`src/rtl/crc32_stream_engine.sv`:
```
// Streaming Ethernet CRC-32 engine: one DATA_WIDTH beat per clock with per-byte keep.
// GEN mode presents the FCS to append; CHK mode flags a good frame via the fixed residue.
module crc32_stream_engine #(
    parameter int          DATA_WIDTH = 32,
    parameter logic [31:0] POLY       = 32'h04C11DB7,
    parameter logic [31:0] CRC_INIT   = 32'hFFFFFFFF,
    parameter int          CHK_MODE   = 0,
    parameter logic [31:0] RESIDUE    = 32'hC704DD7B,
    localparam int         KEEP_W     = DATA_WIDTH / 8
) (
    input  logic                  i_clk,
    input  logic                  i_reset_n,
    input  logic [DATA_WIDTH-1:0] i_data,
    input  logic [KEEP_W-1:0]     i_keep,
    input  logic                  i_valid,
    input  logic                  i_last,
    output logic                  o_ready,
    output logic [31:0]           o_crc,
    output logic                  o_crc_good,
    output logic                  o_crc_err,
    output logic [15:0]           o_byte_cnt,
    output logic                  o_crc_valid,
    input  logic                  i_crc_ready
);

    typedef enum logic [1:0] {IDLE, ACCUM, RESULT} state_t;

    state_t      state, state_nxt;
    logic [31:0] crc_reg, chain;
    logic [15:0] cnt, pop, cnt_nxt;
    logic [16:0] cnt_sum;
    logic        err_acc, err_nxt, bad_keep, start, acc;

    function automatic logic [31:0] bitrev32(input logic [31:0] v);
        logic [31:0] r;
        for (int i = 0; i < 32; i++) r[i] = v[31-i];
        return r;
    endfunction

    // Wire order is LSB-first, so each byte is reversed before the MSB-first shift.
    function automatic logic [31:0] crc_byte(input logic [31:0] c, input logic [7:0] b);
        logic [31:0] r;
        logic [7:0]  rb;
        for (int i = 0; i < 8; i++) rb[i] = b[7-i];
        r = c ^ {rb, 24'h0};
        for (int i = 0; i < 8; i++) r = r[31] ? ((r << 1) ^ POLY) : (r << 1);
        return r;
    endfunction

    assign acc   = i_valid && o_ready;
    assign start = (state != ACCUM);

    always_comb begin
        chain = crc_reg;
        pop   = '0;
        for (int k = 0; k < KEEP_W; k++) begin
            if (i_keep[k]) chain = crc_byte(chain, i_data[8*k +: 8]);
            pop = pop + 16'(i_keep[k]);
        end
    end

    // Keep must be non-empty, contiguous from byte 0, and full on every non-last beat.
    assign bad_keep = (i_keep == '0) ||
                      ((i_keep & (i_keep + KEEP_W'(1))) != '0) ||
                      (!i_last && (i_keep != '1));
    assign err_nxt  = (start ? 1'b0 : err_acc) | bad_keep;
    assign cnt_sum  = {1'b0, (start ? 16'h0 : cnt)} + {1'b0, pop};
    assign cnt_nxt  = cnt_sum[16] ? 16'hFFFF : cnt_sum[15:0];

    always_ff @(posedge i_clk or negedge i_reset_n) begin
        if (!i_reset_n) begin
            state <= IDLE;
        end else begin
            state <= state_nxt;
        end
    end

    always_comb begin
        state_nxt   = state;
        o_crc_valid = (state == RESULT);
        o_ready     = !((state == RESULT) && !i_crc_ready);
        case (state)
            IDLE, ACCUM: if (acc) state_nxt = i_last ? RESULT : ACCUM;
            RESULT: if (i_crc_ready) begin
                if (acc) state_nxt = i_last ? RESULT : ACCUM;
                else     state_nxt = IDLE;
            end
            default: state_nxt = IDLE;
        endcase
    end

    always_ff @(posedge i_clk or negedge i_reset_n) begin
        if (!i_reset_n) begin
            crc_reg    <= CRC_INIT;
            cnt        <= '0;
            err_acc    <= 1'b0;
            o_crc      <= '0;
            o_crc_good <= 1'b0;
            o_crc_err  <= 1'b0;
            o_byte_cnt <= '0;
        end else if (acc) begin
            cnt     <= cnt_nxt;
            err_acc <= err_nxt;
            if (i_last) begin
                // Re-preset here so a back-to-back frame starts from a clean register.
                crc_reg    <= CRC_INIT;
                o_crc      <= ~bitrev32(chain);
                o_crc_good <= (CHK_MODE != 0) && (chain == RESIDUE);
                o_crc_err  <= err_nxt;
                o_byte_cnt <= cnt_nxt;
            end else begin
                crc_reg <= chain;
            end
        end
    end

endmodule

```
`config.mk`:
```
export PLATFORM = sky130hd
export DESIGN_NAME = crc32_stream_engine
export DESIGN_NICKNAME = d
export VERILOG_FILES = /design/src/rtl/crc32_stream_engine.sv
export SDC_FILE = /design/constraint.sdc
export NUM_CORES = 1
export LEC_CHECK = 0
export CAP_MARGIN = 20
export CORE_MARGIN = 1.5
export CORE_UTILIZATION = 43
export DETAILED_ROUTE_END_ITERATION = 10
export HOLD_SLACK_MARGIN = 0.1
export PLACE_DENSITY = 0.69
export SYNTH_ARGS = -nofsm -noshare
export SYNTH_HDL_FRONTEND = slang
export SYNTH_SLANG_ARGS = --single-unit
```
`constraint.sdc`:
```
create_clock -name i_clk -period 6.6 [get_ports i_clk]
set_clock_uncertainty 0.05 [all_clocks]
set_input_delay 1.32 -clock i_clk [delete_from_list [all_inputs] [get_ports i_clk]]
set_output_delay 1.32 -clock i_clk [all_outputs]
set_load 0.05 [all_outputs]
```
==> impl_metrics.tcl <==
set metrics [dict create \
    outcome "complete, no violations" \
    end_kind "flop" \
    synthTopCellsByCount "145 x xnor2_1, 99 x nand2_1, 90 x nor2_1" \
    hold_path.class "flop to flop" \
    cts_buffers 9 \
    grt_max_degree 60 \
    core_area_um2 23500 \
    finalMaxSlewViolations 0 \
    fp.dieArea_um2 24900 \
    max_freq_ghz 0.160 \
    rsz0062_at_grt "false" \
    ioPinCount 93 \
    first_pass_iters 7 \
    clock_latency_ns 0.34 \
    max_slew_margin_pct 35.7 \
    drt_iter0_markers 708 \
    ys_types 84 \
    syn2layout_area_growth_pct 19.2 \
    synth_enable_flop_cells 0 \
    tightest_slew_ns 0.961 \
    cp_max_fo 8 \
    drtAntennaViolNets 0 \
    cts_buffer_depth 2 \
    finalSetupTns_ns 0 \
    path_clk_slew_ns 0.07 \
    syn_inst 1079 \
    routabilityCongestion 0.929 \
    via_count 8452 \
    crit_path_max_incr_delay_ns 0.58 \
    grt_pass1_wl_mm 47.1 \
    synth_area_leader_cell "dfrtp_1" \
    antenna_found_initial 1 \
    yosysTopAreaCellShare_pct 16.5 \
    synthArstFlopShare_pct 100 \
    die_x_um 158 \
    yosys_warnings 0 \
    synth_area_um2 10300 \
    synth_most_common_cell "xnor2_1" \
    drt-total-wl_mm 30.9 \
    cp_slowest_cell "clkdlybuf4s50_1" \
    grt_pass1_vias 8107 \
    reg2reg_depth 17 \
    avgSynthCellArea_um2 9.54 \
    critical_path.cell_chain "clkdlybuf4s50_1, xnor3_1, xnor3_1, mux2i_4, xnor2_4, xnor2_4, xor3_1, a211o_1, and2_1, xnor3_1, mux2i_4, xnor2_4, xnor2_1, xor3_1, a21oi_1, mux2_2" \
    wl_per_cell_um 20.2 \
    synthFlopType "dfrtp_1" \
    crit_path_start_kind "primary input" \
    drive_gt1_share_pct 17.8 \
    hold_viol 0 \
    hold_buffers 0 \
    clock_sinks 100 \
    critPathArrivalTime_ns 6.49 \
    setup_viol 0 \
    diodes 0 \
    min_path_cells 2 \
    grt.total_usage_pct 25.3 \
    fin_nets 1259 \
    rows 56 \
    cap_violations 0 \
    viasPerCell 5.52 \
    die_y_um 158 \
    syn_nets 1130 \
    period_share_pct 94.8 \
    cts_setup_buffers 0 \
    layout_min_cycle_time_ns 6.26 \
    start_util_pct 43.9 \
    cts_tree "done" \
    cts_resized 0 \
    drc_errors 0 \
    crit_type "primary input to flop" \
    crit_required_ns 6.84 \
    cts.htree.levels 3 \
    io_buffer_count 91 \
    grt_overflow_total 0 \
    synth.yosys.seq_area_share_pct 24.7 \
    fillers 2189 \
    dp_hpwl_mm 24.5 \
    ys_ff_latch 100 \
    clockRootBuffer "clkbuf_16" \
    synth_area_leaders "dfrtp_1 17%, xnor2_1 12%, dfstp_2 8.2%, xnor3_1 7.9%, mux2i_1 5.2%" \
]
metrics by stage:
step                      setup WS (ns)  utilization, %  instances  instance area (um2)  hold WS [ns]
after floorplan                   0.555               -       1079                10300         0.392
after global placement           0.0670            51.0       1516                12000         0.407
after detailed placement        -0.0181            51.0       1516                12000         0.421
after CTS                         0.330            52.2       1532                12300         0.442
after global routing             0.0352            52.3       1532                12300         0.462
final                             0.344            52.3       1532                12300         0.433
cells by family after synthesis:
family / synth area share (%)
flip-flops: 24.7
multiplexers: 9.32
XOR/XNOR: 32.7
buffers and inverters: 2.98
other: 0.0364
AND/OR/NAND/NOR: 14.2
adder cells (fa/ha/maj): 1.36
AO/OA/AOI/OAI: 14.7
routing by layer:
layer | vias up | GRT usage (%) | routed length, um | share of wire, %
met4 | 2 | 8.00 | 745 | 2.4
met2 | 270 | 38.6 | 13700 | 44
met1 | 4105 | 36.5 | 14300 | 46
met3 | 42 | 3.78 | 2200 | 7.1
li1 | 4033 | - | - | -
met5 | - | 0 | 13 | 0.042
final timing paths:
check / start / end / slack, ns
worst max-delay path: i_data[1] / o_crc[17] / 0.34
worst min-delay path: cnt[0] / cnt[0] / 0.43
worst max register to register: crc_reg[25] / o_crc[4] / 1.22
worst min register to register: cnt[0] / cnt[0] / 0.43
max in group asynchronous: i_reset_n / cnt[14] / 4.46
min in group asynchronous: i_reset_n / cnt[5] / 0.90
layout by cell type (no fill, tap or decap), drive strengths merged, types with 8 or more instances in the layout:
master,Yosys,layout
a211oi,18,18
a21o,9,9
a21oi,77,77
a31oi,10,10
and2,10,10
and3,9,9
buf,23,92
clkbuf,37,11
clkdlybuf4s50,0,86
dfrtp,68,68
dfstp,32,32
ha,8,8
inv,10,13
mux2,24,24
mux2i,62,62
nand2,101,101
nand3,19,19
nand4,10,10
nor2,90,90
nor2b,10,10
nor3,19,19
o21ai,73,73
xnor2,162,162
xnor3,42,42
xor2,55,55
xor3,11,11
layout make-up:
class / instances / area, um2 / share of cell area, %
multi-input cells: 908 / 7460 / 60.8
flip-flops and latches: 100 / 2540 / 20.7
repair buffers: 178 / 1540 / 12.6
well taps: 319 / 399 / 3.25
clock buffers: 11 / 243 / 1.98
clock inverters: 5 / 42.5 / 0.347
inverters: 11 / 41.3 / 0.336
critical path, delay by kind of cell:
family,cells,cell delay [ns]
XOR/XNOR,9,3.05
AO/OA/AOI/OAI,2,0.73
buffers and inverters,1,0.58
multiplexers,3,0.56
AND/OR/NAND/NOR,1,0.24
Power is not shown: default switching activity piles up to over one toggle a cycle in this logic, so the estimate is an artifact.
==> patch, RTL diff (same settings) <==
Change the parameter `DATA_WIDTH` from 32 to 16. Comments in the files are not updated.
--- a/src/rtl/crc32_stream_engine.sv
+++ b/src/rtl/crc32_stream_engine.sv
@@ -1,7 +1,7 @@
 // Streaming Ethernet CRC-32 engine: one DATA_WIDTH beat per clock with per-byte keep.
 // GEN mode presents the FCS to append; CHK mode flags a good frame via the fixed residue.
 module crc32_stream_engine #(
-    parameter int          DATA_WIDTH = 32,
+    parameter int          DATA_WIDTH = 16,
     parameter logic [31:0] POLY       = 32'h04C11DB7,
     parameter logic [31:0] CRC_INIT   = 32'hFFFFFFFF,
     parameter int          CHK_MODE   = 0,
Interface: changed (resized i_data and i_keep); port bits go from 93 to 75. The function was not compared with the original's and may differ.
==> patch against the original RTL <==
Sequential share of layout area is 11 points higher; final area is 34% lower; register-to-register slack better by 1.2 ns; via count is 39% lower; first-iteration DRC count is 55% lower; worst setup slack better by 1.5 ns; area after synthesis is 34% lower; die area is 33% lower; sequential cell count stayed put; count of clock-buffer cells in the layout stayed put; routed wire length is 41% lower.
Power is not shown: default switching activity piles up to over one toggle a cycle in this logic, so the estimate is an artifact.
==> patch: results (changes against the original RTL) <==
number of gates resized after CTS: 0 (unchanged)
GP Congestion: 0.923 (-0.67%)
pin count of the biggest net entering global routing: 75 (+25%)
Nets: 749 (-41%)
dpl hpwl: 13,100 microns (-47%)
data arrival time of the critical path: 4.92 ns (-1.57 ns)
number of buffers inserted by port buffering: 73 (-20%)
actual slew at the worst max-slew pin: 0.999 ns (+0.0381 ns)
dpl cells: 923 (-39%)
hold crit path type: reg2reg
TritonCTS buffer count: 9 (unchanged)
portion of the post-synthesis area used by sequential elements: 37.2% (+12 points)
slowest CP cell: sky130_fd_sc_hd__xnor2_1
number of instances in the synthesized netlist: 668 (-38%)
Filler cells: 1,390 (-37%)
top cells by area in the synthesized netlist: sky130_fd_sc_hd__dfrtp_1, sky130_fd_sc_hd__dfstp_2, sky130_fd_sc_hd__xnor2_1
result of the run: completed
maximum net fanout on the critical path: 13 (+5)
first-pass GRT wire length: 29,100 microns (-38%)
final instance count without filler cells: 940 (-39%)
prevailing post-synth register cell: sky130_fd_sc_hd__dfrtp_1
first-pass iteration count of the detailed router: 5 (-2)
total global routing track utilization: 23.0% (-2.2 points)
layout cell share with drive strength beyond 1: 15.1% (-2.7 points)
worst-skew pair later-pin latency: 0.36 ns (+0.02 ns)
count of routing violations after the opening detailed-route iteration: 322 (-55%)
post-DR vias/cell: 5.52 (about the same)
number of antenna violations at the first check in global routing: 0 (-1)
via count of the first global-routing pass: 5,359 (-34%)
count of antenna diodes in the layout: 0 (unchanged)
synth unique cells: 57 (-32%)
most frequent cells after synthesis: sky130_fd_sc_hd__xnor2_1, sky130_fd_sc_hd__nand2_1, sky130_fd_sc_hd__dfrtp_1
number of buffers inserted by post-CTS setup repair: 0 (unchanged)
number of H-tree branching levels: 3 (unchanged)
[patch: metrics by stage]
step           area [sq um]  worst slack (ns)  util (%)
6_report               8070              1.88      52.5
5_1_grt                8070              1.64      52.5
4_1_cts                8070              1.90      52.5
3_5_place_dp           7740              1.53      50.4
3_3_place_gp           7740              1.51      50.4
2_1_floorplan          6840              2.19         -
[patch: kinds of logic after synthesis]
logic type	Yosys count	share of synthesized area, %
and+or+nand+nor	169	10.6
DFF	100	37.2
xor gates and xnor gates	147	26.7
AOI/OAI and AO/OA	149	13.4
muxes	55	8.95
other	1	0.0548
buffers and inverters	45	2.58
adders and majority gates	2	0.476
[patch: worst paths after layout]
kind | end | slack, ns | cells after the start | from
setup / recovery | o_crc[18] | 1.88 | 11 | i_data[5]
hold / removal | o_crc[29] | 0.43 | 2 | o_crc[29]
setup reg to reg | o_byte_cnt[1] | 2.44 | 13 | state[0]
hold reg to reg | o_crc[29] | 0.43 | 2 | o_crc[29]
max in group asynchronous | o_crc[23] | 4.39 | 2 | i_reset_n
min in group asynchronous | o_crc[11] | 0.83 | 1 | i_reset_n
[patch: layer usage]
metal / vias to the layer above / part of all wire [%] / GRT usage [%]
met5: - / 0 / 0
met3: 43 / 4.2 / 4.91
li1: 2429 / - / -
met2: 160 / 50 / 39.8
met4: 0 / 3.6 / 9.72
met1: 2559 / 42 / 27.8
[patch: worst min-delay path, cell delays in order, from the launching register on]
cell                      delay (ns)
sky130_fd_sc_hd__dfrtp_1        0.34
sky130_fd_sc_hd__nand2_1        0.05
sky130_fd_sc_hd__o31ai_1        0.05
[patch: cell type report]
type	count	area [sq um]	share of cell area [%]
multi-input cells	523	4130	51.1
inverters	8	30.0	0.372
well taps	211	264	3.27
repair buffers	82	786	9.73
clock inverters	5	83.8	1.04
clock buffers	11	243	3.01
flip-flops and latches	100	2540	31.5
